[src/rtl/btn_debounce_if.sv]
// Button-side signal bundle for btn_debounce: raw pin levels in, clean levels and strobes out.
// The master side drives btn_raw; the slave side (the debouncer) drives everything else.
interface btn_debounce_if #(
    parameter int NUM_BTNS = 4
);
    logic [NUM_BTNS-1:0] btn_raw;
    logic [NUM_BTNS-1:0] btn_level;
    logic [NUM_BTNS-1:0] btn_press;
    logic [NUM_BTNS-1:0] btn_release;
    logic [NUM_BTNS-1:0] btn_long;

    modport master (
        output btn_raw,
        input  btn_level,
        input  btn_press,
        input  btn_release,
        input  btn_long
    );

    modport slave (
        input  btn_raw,
        output btn_level,
        output btn_press,
        output btn_release,
        output btn_long
    );
endinterface

[src/rtl/btn_debounce.sv]
// Per-button synchroniser, stability-counter debouncer and press/release/long-press strobe generator.
// Long-press detection is compiled in only when BTN_LONG_PRESS_EN is defined; otherwise btn_long is 0.
//
//   state       | meaning
//   ------------+-------------------------------------------------
//   IDLE        | stable released, level 0
//   PRESS_CHK   | s2 went high, counting stable-high cycles
//   PRESSED     | stable pressed, level 1
//   RELEASE_CHK | s2 went low, counting stable-low cycles, level 1
module btn_debounce #(
    parameter int NUM_BTNS        = 4,
    parameter int DEBOUNCE_CYCLES = 12000,
    parameter int LONG_CYCLES     = 24000000
) (
    input  logic           CLK,
    input  logic           RST,
    btn_debounce_if.slave  btn
);

    localparam int DW = $clog2(DEBOUNCE_CYCLES);
    localparam logic [DW-1:0] D_LAST = DW'(DEBOUNCE_CYCLES - 1);

    typedef enum logic [1:0] {
        IDLE        = 2'd0,
        PRESS_CHK   = 2'd1,
        PRESSED     = 2'd2,
        RELEASE_CHK = 2'd3
    } state_t;

    if (DEBOUNCE_CYCLES < 2) begin : g_bad_debounce
        $error("btn_debounce: DEBOUNCE_CYCLES must be at least 2");
    end
    if (LONG_CYCLES <= DEBOUNCE_CYCLES) begin : g_bad_long
        $error("btn_debounce: LONG_CYCLES must exceed DEBOUNCE_CYCLES");
    end

    for (genvar i = 0; i < NUM_BTNS; i++) begin : g_btn
        logic          s1;
        logic          s2;
        state_t        state;
        logic [DW-1:0] cnt;
        logic          level;
        logic          press;
        logic          rel;
        logic          long_p;

        always_ff @(posedge CLK) begin
            if (RST) begin
                s1    <= 1'b0;
                s2    <= 1'b0;
                state <= IDLE;
                cnt   <= '0;
                level <= 1'b0;
                press <= 1'b0;
                rel   <= 1'b0;
            end else begin
                s1    <= btn.btn_raw[i];
                s2    <= s1;
                press <= 1'b0;
                rel   <= 1'b0;
                case (state)
                    IDLE: begin
                        if (s2) begin
                            state <= PRESS_CHK;
                            cnt   <= '0;
                        end
                    end
                    PRESS_CHK: begin
                        if (!s2) begin
                            state <= IDLE;
                            cnt   <= '0;
                        end else if (cnt == D_LAST) begin
                            state <= PRESSED;
                            cnt   <= '0;
                            press <= 1'b1;
                            level <= 1'b1;
                        end else begin
                            cnt <= cnt + DW'(1);
                        end
                    end
                    PRESSED: begin
                        if (!s2) begin
                            state <= RELEASE_CHK;
                            cnt   <= '0;
                        end
                    end
                    RELEASE_CHK: begin
                        if (s2) begin
                            state <= PRESSED;
                            cnt   <= '0;
                        end else if (cnt == D_LAST) begin
                            state <= IDLE;
                            cnt   <= '0;
                            rel   <= 1'b1;
                            level <= 1'b0;
                        end else begin
                            cnt <= cnt + DW'(1);
                        end
                    end
                    default: begin
                        state <= IDLE;
                        cnt   <= '0;
                        level <= 1'b0;
                    end
                endcase
            end
        end

`ifdef BTN_LONG_PRESS_EN
        localparam int LW = $clog2(LONG_CYCLES);
        localparam logic [LW-1:0] L_LAST = LW'(LONG_CYCLES - 1);

        logic [LW-1:0] hold;
        logic          hold_done;

        // hold_done keeps the saturated counter from re-firing; a release-bounce back to PRESSED keeps it
        always_ff @(posedge CLK) begin
            if (RST) begin
                hold      <= '0;
                hold_done <= 1'b0;
                long_p    <= 1'b0;
            end else begin
                long_p <= 1'b0;
                if (state == PRESS_CHK && s2 && cnt == D_LAST) begin
                    hold      <= '0;
                    hold_done <= 1'b0;
                end else if ((state == PRESSED || state == RELEASE_CHK) && !hold_done) begin
                    if (hold == L_LAST) begin
                        long_p    <= 1'b1;
                        hold_done <= 1'b1;
                    end else begin
                        hold <= hold + LW'(1);
                    end
                end
            end
        end
`else
        assign long_p = 1'b0;
`endif

        assign btn.btn_level[i]   = level;
        assign btn.btn_press[i]   = press;
        assign btn.btn_release[i] = rel;
        assign btn.btn_long[i]    = long_p;
    end

endmodule

[src/flat_wrapper.sv]
// flat-port wrapper written by rule: the top's interface ports become plain ports
module btn_debounce_flat 
#(
    parameter int NUM_BTNS        = 4,
    parameter int DEBOUNCE_CYCLES = 12000,
    parameter int LONG_CYCLES     = 24000000
)
  (CLK, RST, btn_btn_raw, btn_btn_level, btn_btn_press, btn_btn_release, btn_btn_long);
  btn_debounce_if #(.NUM_BTNS(NUM_BTNS)) btn_i ();
  input  logic CLK;
  input  logic RST;
  input wire logic [$bits(btn_i.btn_raw)-1:0] btn_btn_raw;
  output wire logic [$bits(btn_i.btn_level)-1:0] btn_btn_level;
  output wire logic [$bits(btn_i.btn_press)-1:0] btn_btn_press;
  output wire logic [$bits(btn_i.btn_release)-1:0] btn_btn_release;
  output wire logic [$bits(btn_i.btn_long)-1:0] btn_btn_long;
  assign btn_i.btn_raw = btn_btn_raw;
  assign btn_btn_level = btn_i.btn_level;
  assign btn_btn_press = btn_i.btn_press;
  assign btn_btn_release = btn_i.btn_release;
  assign btn_btn_long = btn_i.btn_long;
  btn_debounce #(.NUM_BTNS(NUM_BTNS), .DEBOUNCE_CYCLES(DEBOUNCE_CYCLES), .LONG_CYCLES(LONG_CYCLES)) u_core (.CLK(CLK), .RST(RST), .btn(btn_i));
endmodule
[config.mk]
export PLATFORM = sky130hd
export DESIGN_NAME = btn_debounce_flat
export DESIGN_NICKNAME = d
export VERILOG_FILES = /design/src/rtl/btn_debounce_if.sv /design/src/rtl/btn_debounce.sv /design/src/flat_wrapper.sv
export SDC_FILE = /design/constraint.sdc
export NUM_CORES = 1
export LEC_CHECK = 0
export BUFFER_PORTS_ARGS = -buffer_cell sky130_fd_sc_hd__buf_2
export CAP_MARGIN = 0
export CORE_AREA = 2 2 116 96
export CTS_CLUSTER_SIZE = 30
export DETAILED_ROUTE_END_ITERATION = 10
export DIE_AREA = 0 0 118 98
export GPL_ROUTABILITY_DRIVEN = 1
export MAX_ROUTING_LAYER = met4
export PLACE_DENSITY = 0.68
export SLEW_MARGIN = 20
export SYNTH_ARGS = -nofsm -noshare
export SYNTH_HDL_FRONTEND = slang
export SYNTH_SLANG_ARGS = --single-unit
export TNS_END_PERCENT = 5
[constraint.sdc]
create_clock -name CLK -period 1.9 [get_ports CLK]
set_input_delay 0.475 -clock CLK [delete_from_list [all_inputs] [get_ports CLK]]
set_output_delay 0.475 -clock CLK [all_outputs]
set_load 0.05 [all_outputs]
==> results.sh <==
export IMPL_synth_seq_cells=84
export IMPL_syn_inst=490
export IMPL_crit_type="reg -> reg"
export IMPL_synthFlopType="dfxtp_1"
export IMPL_grt_start_max_net_pins=20
export IMPL_first_pass_iters=5
export IMPL_synth_area_leaders="dfxtp_1 (41%), a21oi_1 (5.1%), nand3_1 (4.8%), nand2_1 (3.9%), a31oi_1 (3.7%)"
export IMPL_portBuffers=17
export IMPL_skew_ps=7.76
export IMPL_power_leakage_nw=1.81
export IMPL_drive_gt1_frac=0.179
export IMPL_whs_path_depth=2
export IMPL_reg2reg_depth=6
export IMPL_end_kind="flop"
export IMPL_wl_per_cell_um=13.0
export IMPL_netlist_area_um2=4060
export IMPL_worstSetupStartpointType="flop"
export IMPL_hold_class="in -> reg"
export IMPL_holdPathEnd="u_core.g_btn[3].s1"
export IMPL_power_density_nw_per_um2=796
export IMPL_routed_wl_mm=8.88
export IMPL_status="finished with violations"
export IMPL_yosysMostFrequentCell="dfxtp_1"
export IMPL_clockRootBuffer="clkbuf_16"
export IMPL_async_flop_share=0
export IMPL_htree_levels=3
export IMPL_area_growth_syn_to_layout_pct=19.4
export IMPL_via_per_inst=5.41
export IMPL_period_minus_slack_ps=1950
export IMPL_fp_row_count=34
export IMPL_gp_congestion=0.833
export IMPL_cts_tree="built"
export IMPL_initial_core_util=0.386
export IMPL_antenna_found_initial=0
export IMPL_finalHoldViolations=0
export IMPL_rsz0062_at_grt="true"
export IMPL_synth_top_area_share=0.414
export IMPL_drcViolationCount=0
export IMPL_crit_arrival_ps=2220
export IMPL_synth_area_leader_cell="dfxtp_1"
export IMPL_dp_hpwl_mm=6.29
export IMPL_num_fill_cells=1025
export IMPL_yosysSeqAreaShare=0.414
export IMPL_cts_buffer_depth=2
export IMPL_crit_fanout=6
export IMPL_max_cap_violations=0
export IMPL_cts_sinks=84
export IMPL_antennaDiodeCount=0
export IMPL_synth_warning_count=0
export IMPL_via_count=3681
export IMPL_grt_overflow=0
export IMPL_fp_dieH_um=98
export IMPL_grt_pass1_vias=3299
export IMPL_fin_util=0.462
export IMPL_setup_tns_final_ps=-47.1
export IMPL_first_iter_violations=329
export IMPL_grt_pass1_wl_mm=14.8
export IMPL_cts_setup_buffers=0
export IMPL_rr_startpoint="u_core.g_btn[3].cnt[5]"
export IMPL_synth_area_per_cell_um2=8.29
export IMPL_core_area_um2=10500
export IMPL_cts_inserted_buffers=9
export IMPL_clock_latency_ps=340
export IMPL_peakVddDrop_mv=0.419
export IMPL_violations="setup timing"
export IMPL_ant_nets=0
export IMPL_path_clk_slew_ps=60
export IMPL_r2r_setup_slack_ps=-50
export IMPL_nNetsFinal=542
export IMPL_slew_viol_final=0
export IMPL_r2r_end="u_core.g_btn[3].level"
export IMPL_synth_edf_count=0
export IMPL_synth_common_cells="dfxtp_1 (84), nand2_1 (42), a21oi_1 (41), nor2_1 (40), nand3_1 (39)"
export IMPL_ios=22
export IMPL_setup_violations_final=1
export IMPL_fin_crit_sh=1.02
export IMPL_ys_types=52
export IMPL_postLayoutSetupSlackWorst_ps=-47.1
export IMPL_die_area_um2=11600
export IMPL_worstPathRequired_ps=2170
export IMPL_min_delay_start="btn_btn_raw[3]"
export IMPL_worst_slew_pin_slew_ps=567
export IMPL_die_x_um=118
export IMPL_clock_fmax_ghz=0.514
export IMPL_slew_headroom=0.619
export IMPL_track_usage=0.157
repair_timing:
| item | 4_1_cts | 5_1_grt |
|---|---|---|
| pin swaps | 0 | 5 |
| setup endpoints to repair | 3 | 33 |
| gates resized for setup | 2 | 11 |
| hold buffers | 0 | 0 |
critical path, cell delays in order, from the launching register on:
cell and delay [ps]:
dfxtp_1 340, or4b_4 560, nor4_4 350, buf_4 200, a31oi_1 90, or2_0 210, a21oi_1 140
through the flow:
| stage | std cells | hold slack, ps | power, mW | cell area [um2] | worst slack (ps) |
|---|---|---|---|---|---|
| 3_5_place_dp | 665 | 426 | 2.03 | 4470 | -12.8 |
| 4_1_cts | 681 | 343 | 3.90 | 4790 | -4.47 |
| 2_1_floorplan | 493 | 414 | 1.99 | 4070 | 69.2 |
| 6_report | 681 | 343 | 3.86 | 4850 | -47.1 |
| 5_1_grt | 681 | 349 | 3.98 | 4850 | -159 |
| 3_3_place_gp | 665 | 427 | 2.03 | 4470 | 35.5 |
logic make-up (layout without fill, tap and decap cells):
| logic type | count (synthesis) | in the layout | synth area share |
|---|---|---|---|
| buffers and inverters | 41 | 85 | 0.0561 |
| AOI/OAI and AO/OA | 114 | 114 | 0.164 |
| other | 1 | 4 | 0.000924 |
| and+or+nand+nor | 232 | 232 | 0.319 |
| muxes | 6 | 6 | 0.0148 |
| adders and majority gates | 4 | 4 | 0.0123 |
| xor gates and xnor gates | 8 | 8 | 0.0191 |
| DFF | 84 | 84 | 0.414 |
layer usage:
layer  part of all wire  wire length [um]  track usage
met4              0.017               148       0.0565
met3              0.042               371       0.0421
met5                  0                 0            -
met1               0.49              4310        0.200
met2               0.46              4050        0.242
power breakdown:
part / total, mW / internal, mW / switching [mW]
Clock: 1.86 / 1.15 / 0.708
Combinational: 0.197 / 0.0654 / 0.132
Sequential: 1.80 / 1.78 / 0.0172
Total: 3.86 / 3.00 / 0.857
cell usage in the layout, fill, tap and decap left out, drive strengths merged, types with 5 or more instances in the layout:
master  instances
nand3b          5
nor3           23
inv            12
o21ai          29
nor2b          12
a31oi          24
buf            58
nor2           41
nor4           16
nand3          39
nand2          42
a21oi          41
mux2i           6
clkbuf         10
dfxtp          84
or3            16
nand4           6
and3            7
xor2            6
state kept, by name, summed over array words and instances (netlist names), named ones only:
register,cells
u_core.g_btn.level,4
u_core.g_btn.rel,4
u_core.g_btn.state,4
u_core.g_btn.press,4
u_core.g_btn.cnt,56
u_core.g_btn.s2,4
u_core.g_btn.s1,4
cell type report:
type                    count  area (um2)  share of cell area
multi-input cells         368        2220               0.458
flip-flops and latches     84        1680               0.347
repair buffers             58         405              0.0836
clock buffers              10         229              0.0472
well taps                 144         180              0.0372
clock inverters             6        87.6              0.0181
inverters                  11        41.3             0.00851
how the worst max path moves through the flow:
stage	slack (ps)	end	from	depth (start not counted)
after floorplan	70	u_core.g_btn[0].cnt[13]	u_core.g_btn[0].cnt[0]	6
after global placement	40	u_core.g_btn[3].cnt[8]	RST	5
after detailed placement	-10	u_core.g_btn[3].cnt[2]	RST	5
after CTS	-4	u_core.g_btn[3].cnt[8]	u_core.g_btn[3].cnt[1]	6
after global routing	-160	u_core.g_btn[3].level	u_core.g_btn[3].cnt[5]	6
final	-50	u_core.g_btn[3].level	u_core.g_btn[3].cnt[5]	6
No activity file was read; power rests on OpenSTA's default activity.
